===== config.mk =====
export PLATFORM = sky130hd
export DESIGN_NAME = load_store_unit_flat
export DESIGN_NICKNAME = d
export VERILOG_FILES = /design/src/rtl/lsu_pkg.sv /design/src/rtl/load_store_unit_if.sv /design/src/rtl/load_extend.sv /design/src/rtl/load_store_unit.sv /design/src/flat_wrapper.sv
export SDC_FILE = /design/constraint.sdc
export NUM_CORES = 1
export LEC_CHECK = 0
export ABC_AREA = 1
export BUFFER_PORTS_ARGS = -buffer_cell sky130_fd_sc_hd__buf_2
export CAP_MARGIN = 20
export CORE_MARGIN = 8
export CORE_UTILIZATION = 40
export CTS_BUF_LIST = sky130_fd_sc_hd__clkbuf_16
export DETAILED_ROUTE_END_ITERATION = 16
export PLACE_DENSITY = 0.73
export SLEW_MARGIN = 20
export SYNTH_ARGS = -nofsm -noshare
export SYNTH_HDL_FRONTEND = slang
export SYNTH_SLANG_ARGS = --single-unit

===== constraint.sdc =====
create_clock -name clk -period 1.34 [get_ports clk]
set_input_delay 0.201 -clock clk [delete_from_list [all_inputs] [get_ports clk]]
set_output_delay 0.201 -clock clk [all_outputs]
set_load 0.01 [all_outputs]

===== src/rtl/lsu_pkg.sv =====
// Shared constants and helpers for the load/store unit: funct3 codes, memory size
// controls, FSM encoding and the request legality check.
package lsu_pkg;

  localparam logic [2:0] LB  = 3'b000;
  localparam logic [2:0] LH  = 3'b001;
  localparam logic [2:0] LW  = 3'b010;
  localparam logic [2:0] LBU = 3'b100;
  localparam logic [2:0] LHU = 3'b101;
  localparam logic [2:0] SB  = 3'b000;
  localparam logic [2:0] SH  = 3'b001;
  localparam logic [2:0] SW  = 3'b010;

  localparam logic [2:0] BYTE = 3'b000;
  localparam logic [2:0] HALF = 3'b001;
  localparam logic [2:0] WORD = 3'b010;

  typedef enum logic [1:0] {
    StIdle,
    StAccess,
    StResp
  } lsu_state_e;

  // True when the request must be answered with a fault instead of a memory access.
  function automatic logic lsu_fault(input logic we, input logic [2:0] funct3,
                                     input logic [1:0] addr_lo);
    logic illegal;
    logic misaligned;
    if (we) begin
      illegal = !(funct3 inside {SB, SH, SW});
    end else begin
      illegal = !(funct3 inside {LB, LH, LW, LBU, LHU});
    end
    case (funct3[1:0])
      2'b01:   misaligned = addr_lo[0];
      2'b10:   misaligned = (addr_lo != 2'b00);
      default: misaligned = 1'b0;
    endcase
    return illegal | misaligned;
  endfunction

endpackage


===== src/rtl/load_store_unit_if.sv =====
// Request/response and data-memory signals of the load/store unit.
// master: the requester plus memory side; slave: the load/store unit itself.
interface load_store_unit_if #(
  parameter int unsigned WORD_SIZE = 32
);

  logic                 req_valid;
  logic                 req_ready;
  logic                 req_we;
  logic [2:0]           req_funct3;
  logic [WORD_SIZE-1:0] req_addr;
  logic [WORD_SIZE-1:0] req_wdata;

  logic                 rsp_valid;
  logic [WORD_SIZE-1:0] rsp_rdata;
  logic                 rsp_fault;

  logic [WORD_SIZE-1:0] mem_addr;
  logic                 mem_write_en;
  logic [WORD_SIZE-1:0] mem_write_data;
  logic [2:0]           mem_ctrl;
  logic [WORD_SIZE-1:0] mem_data;

  modport master (
    output req_valid, req_we, req_funct3, req_addr, req_wdata, mem_data,
    input  req_ready, rsp_valid, rsp_rdata, rsp_fault,
    input  mem_addr, mem_write_en, mem_write_data, mem_ctrl
  );

  modport slave (
    input  req_valid, req_we, req_funct3, req_addr, req_wdata, mem_data,
    output req_ready, rsp_valid, rsp_rdata, rsp_fault,
    output mem_addr, mem_write_en, mem_write_data, mem_ctrl
  );

endinterface


===== src/rtl/load_extend.sv =====
// Combinational load-data extension: selects the accessed bytes from the memory word
// and sign- or zero-extends them according to funct3.
module load_extend
  import lsu_pkg::*;
(
  input  logic [2:0]  funct3,
  input  logic [31:0] mem_data,
  output logic [31:0] ext_data
);

  always_comb begin
    ext_data = '0;
    case (funct3)
      LB:      ext_data = {{24{mem_data[7]}}, mem_data[7:0]};
      LH:      ext_data = {{16{mem_data[15]}}, mem_data[15:0]};
      LW:      ext_data = mem_data;
      LBU:     ext_data = {24'h0, mem_data[7:0]};
      LHU:     ext_data = {16'h0, mem_data[15:0]};
      default: ext_data = '0;
    endcase
  end

endmodule


===== src/rtl/load_store_unit.sv =====
// Load/store unit: accepts one request, performs a single memory access cycle and
// returns a one-cycle response. Illegal or misaligned requests skip the access.
module load_store_unit
  import lsu_pkg::*;
#(
  parameter int unsigned WORD_SIZE = 32
) (
  input  logic              clk,
  input  logic              rst,
  load_store_unit_if.slave  bus
);

  lsu_state_e           state_q, state_d;
  logic [2:0]           funct3_q, funct3_d;
  logic                 we_q, we_d;
  logic [WORD_SIZE-1:0] rdata_q, rdata_d;
  logic                 fault_q, fault_d;
  logic [WORD_SIZE-1:0] mem_addr_q, mem_addr_d;
  logic [WORD_SIZE-1:0] mem_wdata_q, mem_wdata_d;
  logic [2:0]           mem_ctrl_q, mem_ctrl_d;

  logic                 accept;
  logic                 req_fault;
  logic [31:0]          ext_data;

  assign accept    = bus.req_valid & bus.req_ready;
  assign req_fault = lsu_fault(bus.req_we, bus.req_funct3, bus.req_addr[1:0]);

  load_extend u_load_extend (
    .funct3   (funct3_q),
    .mem_data (bus.mem_data),
    .ext_data (ext_data)
  );

  always_comb begin
    state_d     = state_q;
    funct3_d    = funct3_q;
    we_d        = we_q;
    rdata_d     = rdata_q;
    fault_d     = fault_q;
    mem_addr_d  = mem_addr_q;
    mem_wdata_d = mem_wdata_q;
    mem_ctrl_d  = mem_ctrl_q;
    unique case (state_q)
      StIdle: begin
        if (accept) begin
          funct3_d = bus.req_funct3;
          we_d     = bus.req_we;
          rdata_d  = '0;
          fault_d  = req_fault;
          if (req_fault) begin
            state_d = StResp;
          end else begin
            // Memory-side registers only move for real accesses, so they hold across faults.
            state_d     = StAccess;
            mem_addr_d  = bus.req_addr;
            mem_wdata_d = bus.req_wdata;
            mem_ctrl_d  = {1'b0, bus.req_funct3[1:0]};
          end
        end
      end
      StAccess: begin
        if (!we_q) begin
          rdata_d = ext_data;
        end
        state_d = StResp;
      end
      StResp: begin
        state_d = StIdle;
      end
      default: begin
        state_d = StIdle;
      end
    endcase
  end

  always_ff @(posedge clk) begin
    if (!rst) begin
      state_q     <= StIdle;
      funct3_q    <= '0;
      we_q        <= 1'b0;
      rdata_q     <= '0;
      fault_q     <= 1'b0;
      mem_addr_q  <= '0;
      mem_wdata_q <= '0;
      mem_ctrl_q  <= '0;
    end else begin
      state_q     <= state_d;
      funct3_q    <= funct3_d;
      we_q        <= we_d;
      rdata_q     <= rdata_d;
      fault_q     <= fault_d;
      mem_addr_q  <= mem_addr_d;
      mem_wdata_q <= mem_wdata_d;
      mem_ctrl_q  <= mem_ctrl_d;
    end
  end

  assign bus.req_ready      = (state_q == StIdle) & rst;
  assign bus.rsp_valid      = (state_q == StResp);
  assign bus.rsp_rdata      = rdata_q;
  assign bus.rsp_fault      = fault_q;
  // Gated by rst combinationally so a reset during ACCESS kills the write at that edge.
  assign bus.mem_write_en   = (state_q == StAccess) & we_q & rst;
  assign bus.mem_addr       = mem_addr_q;
  assign bus.mem_write_data = mem_wdata_q;
  assign bus.mem_ctrl       = mem_ctrl_q;

endmodule


===== src/flat_wrapper.sv =====
// flat-port wrapper written by rule: the top's interface ports become plain ports
module load_store_unit_flat import lsu_pkg::*;
#(
  parameter int unsigned WORD_SIZE = 32
)
  (clk, rst, bus_req_valid, bus_req_we, bus_req_funct3, bus_req_addr, bus_req_wdata, bus_mem_data, bus_req_ready, bus_rsp_valid, bus_rsp_rdata, bus_rsp_fault, bus_mem_addr, bus_mem_write_en, bus_mem_write_data, bus_mem_ctrl);
  load_store_unit_if #(.WORD_SIZE(WORD_SIZE)) bus_i ();
  input  logic clk;
  input  logic rst;
  input wire logic [$bits(bus_i.req_valid)-1:0] bus_req_valid;
  input wire logic [$bits(bus_i.req_we)-1:0] bus_req_we;
  input wire logic [$bits(bus_i.req_funct3)-1:0] bus_req_funct3;
  input wire logic [$bits(bus_i.req_addr)-1:0] bus_req_addr;
  input wire logic [$bits(bus_i.req_wdata)-1:0] bus_req_wdata;
  input wire logic [$bits(bus_i.mem_data)-1:0] bus_mem_data;
  output wire logic [$bits(bus_i.req_ready)-1:0] bus_req_ready;
  output wire logic [$bits(bus_i.rsp_valid)-1:0] bus_rsp_valid;
  output wire logic [$bits(bus_i.rsp_rdata)-1:0] bus_rsp_rdata;
  output wire logic [$bits(bus_i.rsp_fault)-1:0] bus_rsp_fault;
  output wire logic [$bits(bus_i.mem_addr)-1:0] bus_mem_addr;
  output wire logic [$bits(bus_i.mem_write_en)-1:0] bus_mem_write_en;
  output wire logic [$bits(bus_i.mem_write_data)-1:0] bus_mem_write_data;
  output wire logic [$bits(bus_i.mem_ctrl)-1:0] bus_mem_ctrl;
  assign bus_i.req_valid = bus_req_valid;
  assign bus_i.req_we = bus_req_we;
  assign bus_i.req_funct3 = bus_req_funct3;
  assign bus_i.req_addr = bus_req_addr;
  assign bus_i.req_wdata = bus_req_wdata;
  assign bus_i.mem_data = bus_mem_data;
  assign bus_req_ready = bus_i.req_ready;
  assign bus_rsp_valid = bus_i.rsp_valid;
  assign bus_rsp_rdata = bus_i.rsp_rdata;
  assign bus_rsp_fault = bus_i.rsp_fault;
  assign bus_mem_addr = bus_i.mem_addr;
  assign bus_mem_write_en = bus_i.mem_write_en;
  assign bus_mem_write_data = bus_i.mem_write_data;
  assign bus_mem_ctrl = bus_i.mem_ctrl;
  load_store_unit #(.WORD_SIZE(WORD_SIZE)) u_core (.clk(clk), .rst(rst), .bus(bus_i));
endmodule

# Word level (Yosys, flattened, before mapping)
# Cells that the tools add are included.
# totals
ff_bits,105
input_bits,103
word_cells,49
# classes
eq_ne,14
muxes,9
bitwise_logic,6
reduce_logical,12
# op_table
cell,count
one-hot mux 32 bit (5 select lines),1
2-to-1 mux 32 bit,2
one-hot mux 32 bit (2 select lines),1
equality test 3 bit (second input constant),4
equality test 3 x 1 -> 1 bit (second input constant),2
equality test 3 x 2 -> 1 bit (second input constant),2
zero test 3 bit,2
AND reduction 3 bit,2
nonzero test 5 bit,1
AND 1 bit,4
equality test 2 x 1 -> 1 bit (second input constant),2
equality test 2 bit (second input constant),2
2-to-1 mux 2 bit,2
one-hot mux 2 bit (2 select lines),1
nonzero test 2 bit,2
nonzero test 3 bit,1
zero test 1 bit,2
zero test 2 bit,1
!= test 2 x 1 -> 1 bit (second input constant),1
!= test 2 bit (second input constant),1
one-hot mux 1 bit (2 select lines),1
AND reduction 2 bit,1
2-to-1 mux 1 bit,1
NOT 1 bit,1
bitwise OR 1 bit,1

# Logic depth before layout (Yosys ltp)
# depth
ltp_word,8
mapped_depth,11
mapped_depth_nobuf,9

# Modules after synthesis
# A second synthesis with hierarchy kept.
# hier_totals
hier_cells,909
hier_area_um2,5661.7
# modules_own_cells
module,n_inst,cells_each,area_per_inst_um2,seq_area_each_um2
load_store_unit,1,825,5128.7,2102.0
load_extend,1,84,533.0,0.0

# Worst setup path before layout
# OpenSTA, ideal clock, no wires.
# synth_path
path_type,input port to flip-flop
from,in bus_req_funct3[0]
to,"reg u_core.fault_q, in the netlist u_core.bus.rsp_fault"
arrival_ns,1.299
required_time_ns,1.224
setup_slack_ns,-0.075
stages,9
path_cell_list,inv_1 > ha_1 > inv_1 > o21ai_0 > nand3_2 > buf_2 > buf_2 > o211ai_1 > inv_1
# synth_via
elab_chain_len,5
# synth_rtl
element,line_no,rtl
from (decl),flat_wrapper.sv:12,input wire logic [$bits(bus_i.req_funct3)-1:0] bus_req_funct3;
"equality test 3 x 1 -> 1 bit, or another cell as far along","lsu_pkg.sv:30, lsu_pkg.sv:32",
nonzero test 5 bit / nonzero test 3 bit (equally long branches),"lsu_pkg.sv:32, lsu_pkg.sv:30",
"zero test 1 bit, on equally long branches","lsu_pkg.sv:32, lsu_pkg.sv:30",
2-to-1 mux 1 bit,lsu_pkg.sv:29,if (we) begin
bitwise OR 1 bit (*),lsu_pkg.sv:39,return illegal | misaligned;
to (signal assigned),load_store_unit.sv:92,fault_q <= fault_d;
to (decl),load_store_unit.sv:17,"logic fault_q, fault_d;"
# Mark *: on every way between the ends. The rest lies on a longest branch, timed or not.
# A chain may end at the register's enable or synchronous reset.

# Worst setup path in the final report
# layout_path
from,reg u_core.state_q[1]
to,"reg u_core.mem_wdata_q[8], in the netlist u_core.bus.mem_write_data[8]"
# layout_via
elab_chain_len,4
# layout_rtl
element,line_no,rtl
from (decl),load_store_unit.sv:13,"lsu_state_e state_q, state_d;"
from (signal assigned),load_store_unit.sv:79,state_q <= StIdle;
from (signal assigned),load_store_unit.sv:88,state_q <= state_d;
zero test 2 bit (*),"load_store_unit.sv:44, load_store_unit.sv:99",
AND 1 bit,load_store_unit.sv:99,assign bus.req_ready = (state_q == StIdle) & rst;
AND 1 bit,load_store_unit.sv:26,assign accept = bus.req_valid & bus.req_ready;
AND reduction 3 bit (no source line) (*),--,
to (signal assigned),load_store_unit.sv:94,mem_wdata_q <= mem_wdata_d;
to (decl),load_store_unit.sv:19,"logic [WORD_SIZE-1:0] mem_wdata_q, mem_wdata_d;"
# Marks and branches as above.

==> summary.txt <==
Finish
  • FILL cells: 1088
  • NumNets Final: 1000
  • Synth-to-Final Area Change: 45.26%
  • Antenna diodes: 0
  • Share of post-route cells with drive strength above 1: 0.3482
  • Most common cell after layout, fill and taps aside: buf_2
  • Most frequent cells in the layout: 204 x buf_2, 191 x nand2_1, 125 x nor2_1, 102 x dfxtp_1, 83 x inv_1
  • Post-Layout Cell Count: 1039

Clock network
  • Worst skew pair latency: 0.33 ns
  • TritonCTS clock tree: built
  • Clock tree root buffer cell: clkbuf_16
  • Htree depth: 3
  • Clock sink count: 105
  • Clock tree buffer depth: 2
  • CTS clk-pin slew, worst paths: 0.08 ns
  • TritonCTS Buffers: 9

Power
  • VDD IR max: 727.9 uV
  • Internal: 5.232 mW
  • Psw: 1.907 mW
  • Combinational share of power: 0.170
  • Leak Pwr: 3.519 nW
  • Power share of the clock group: 0.365
  • Sw Share: 0.2671
  • Reg power frac: 0.465
  • Pwr Density: 1107 mW/mm^2

Floorplanning
  • FP Rows: 38
  • Die H: 121.3 microns
  • Core Footprint: 0.01084 sq mm
  • I/O pin count: 206
  • Starting Density: 0.4095
  • Die width: 121.3 microns
  • Die ar.: 0.01472 sq mm

Critical path
  • Max stage delay cell, worst path: dfxtp_2
  • CP endpoint kind: flop
  • CP required: 1.61 ns
  • Worst setup SP type: flop
  • Cell class contributing the biggest share of worst-path delay: simple AND/OR/NAND/NOR gates
  • Worst path cell trace: inv_2 > nand2_4 > nor3_4 > buf_6 > nand3_4 > clkbuf_16 > nand2_4 > nand2_2 > nor2_1
  • Largest fanout on the critical path: 6
  • Crit-path most repeated cell: nand2_4
  • Worst path arrival time: 1.66 ns
  • Bufs and invs on worst path: 3
  • Critical path's largest stage delay: 0.32 ns
  • Crit Path Category: reg2reg

Place
  • Buffers on Ports: 204
  • Placer Congestion: 0.7641
  • DP Wirelength: 9.274 mm
  • Inst Count DP: 1011

Global route
  • Initial antenna violation count: 1
  • Global-route wire length before repair: 20.18 mm
  • Largest net degree at the start of global routing: 48
  • Vias in the first global route: 4266
  • Gr ovfl total: 0
  • GRT Overall Usage: 0.1639

STA
  • Final setup viols: 30
  • Fmax: 722.3 MHz
  • WHS: 0.07483 ns
  • Final setup margin: -0.04441 ns
  • Final Max Slew Viols: 0
  • Minimum clock period after layout: 1.384 ns
  • Worst-Margin Slew: 0.5353 ns
  • RSZ-0062 raised after global routing: yes
  • Setup Skew: 0.008572 ns
  • Period utilisation layout: 1.033
  • Relative slew slack: 0.6432
  • Final Hold Fails: 0

Route
  • DRC Markers: 0
  • First-pass DRT Iterations: 4
  • DR vias/cell: 4.467
  • Final wirelength: 13.35 mm
  • Starting DRT DRC Count: 291
  • Final ANT Viol Nets: 0
  • Via count: 4641
  • Wire per inst: 12.85 microns

Yosys
  • Async SR Flop Fraction: 0
  • Distinct cells, synth: 22
  • Post-Syn Instances: 673
  • Mapped Nets: 779
  • Area share of the largest cell type after synthesis: 0.4735
  • Synth area leaders: dfxtp_1 47%, nand2_1 19%, nor2_1 11%
  • Flops & latches, synth: 105
  • Leading register cell type out of synthesis: dfxtp_1
  • Synth Warn #: 0
  • Mapped cell area: 0.004439 sq mm
  • Mean Syn Cell Area: 6.596 sq um
  • Sequential share of the synthesized area: 0.4735
  • Post-synth EDFFs: 0
  • Area leader, netlist: dfxtp_1

Outcome
  • Status: finished, violations left
  • Violated checks: setup timing

Run
  • Max-cap violation count: 0

Hold path
  • Tightest Hold Check Type: in2reg
[flip-flops by register name, summed over array words and instances, names as in the netlist]
register / count
u_core.bus.mem_addr: 32
u_core.bus.mem_write_data: 32
u_core.bus.rsp_rdata: 32
u_core.funct3_q: 3
u_core.bus.mem_ctrl: 2
u_core.state_q: 2
u_core.bus.rsp_fault: 1
u_core.we_q: 1
[kinds of logic after synthesis]
family	count (synthesis)	synth area share
other	1	0.0008447
buffers and inverters	121	0.1105
and+or+nand+nor	393	0.3487
adders and majority gates	3	0.008456
AOI/OAI and AO/OA	50	0.05806
DFF	105	0.4735
[tightest hold or removal path: stages]
cell	delay, ns
buf_2	0.08
nor2_1	0.03
nor2_1	0.06
[timing repair]
action | 4_1_cts | 5_1_grt
gates cloned | 0 | 8
hold buffers | 0 | 0
resized for setup | 12 | 63
hold endpoints to repair | 0 | 0
endpoints found under the setup margin | 67 | 101
setup buffers | 1 | 3
pin swaps | 1 | 12
[cells in the mapped netlist, types with 2 or more instances]
library cell and number:
a21oi_1 38, buf_2 11, buf_4 2, buf_6 2
clkbuf_1 23, dfxtp_1 105, ha_1 3, inv_1 83
nand2_1 220, nand3_1 33, nor2_1 133, nor2_2 2
o211ai_1 2, o21ai_0 8
[routing by layer]
metal | part of all wire | routed length [microns] | GRT usage | up-vias
li1 | - | - | - | 2444
met1 | 0.42 | 5592 | 0.1934 | 2031
met2 | 0.47 | 6248 | 0.2662 | 148
met3 | 0.099 | 1325 | 0.07213 | 16
met4 | 0.013 | 172 | 0.04086 | 2
met5 | 0.00097 | 13 | 0 | -
[per-stage QoR]
step	TNS [ns]	power, mW	instance area (sq um)	worst slack [ns]	utilization
global placement	-14.07	4.443	5754	-0.2133	0.5308
floorplan	-0.4082	3.975	4462	-0.007899	-
finish	-0.4011	7.139	6449	-0.04441	0.5949
detailed placement	-15.47	4.450	5754	-0.2462	0.5308
CTS	-0.03773	7.070	6095	-0.02759	0.5622
global route	-8.866	7.508	6449	-0.1373	0.5949
[power by group through the flow]
stage | clock network [mW] | logic, mW | registers, mW
global route | 2.82 | 1.36 | 3.33
global placement | 0 | 1.06 | 3.38
finish | 2.61 | 1.21 | 3.32
CTS | 2.67 | 1.08 | 3.32
floorplan | 0 | 0.528 | 3.45
detailed placement | 0 | 1.06 | 3.39
[path summary, 6_finish.rpt]
path         cells past startpoint                      endpoint                     start  slack, ns
max                              9  u_core.bus.mem_write_data[8]         u_core.state_q[1]      -0.04
min                              3        u_core.bus.mem_addr[8]           bus_req_addr[8]       0.07
max reg2reg                      9  u_core.bus.mem_write_data[8]         u_core.state_q[1]      -0.04
min reg2reg                      2      u_core.bus.rsp_rdata[11]  u_core.bus.rsp_rdata[11]       0.46
[final cells by class]
type | count | area [sq um] | area share
sequential | 105 | 2108 | 0.3269
tap | 140 | 175.2 | 0.02716
multi-input combinational | 449 | 2066 | 0.3203
clock inverter | 7 | 70.07 | 0.01087
clock buffer | 9 | 225.2 | 0.03492
timing repair buffer | 246 | 1493 | 0.2315
inverter | 83 | 311.5 | 0.04831
No activity file was read; power rests on OpenSTA's default activity.
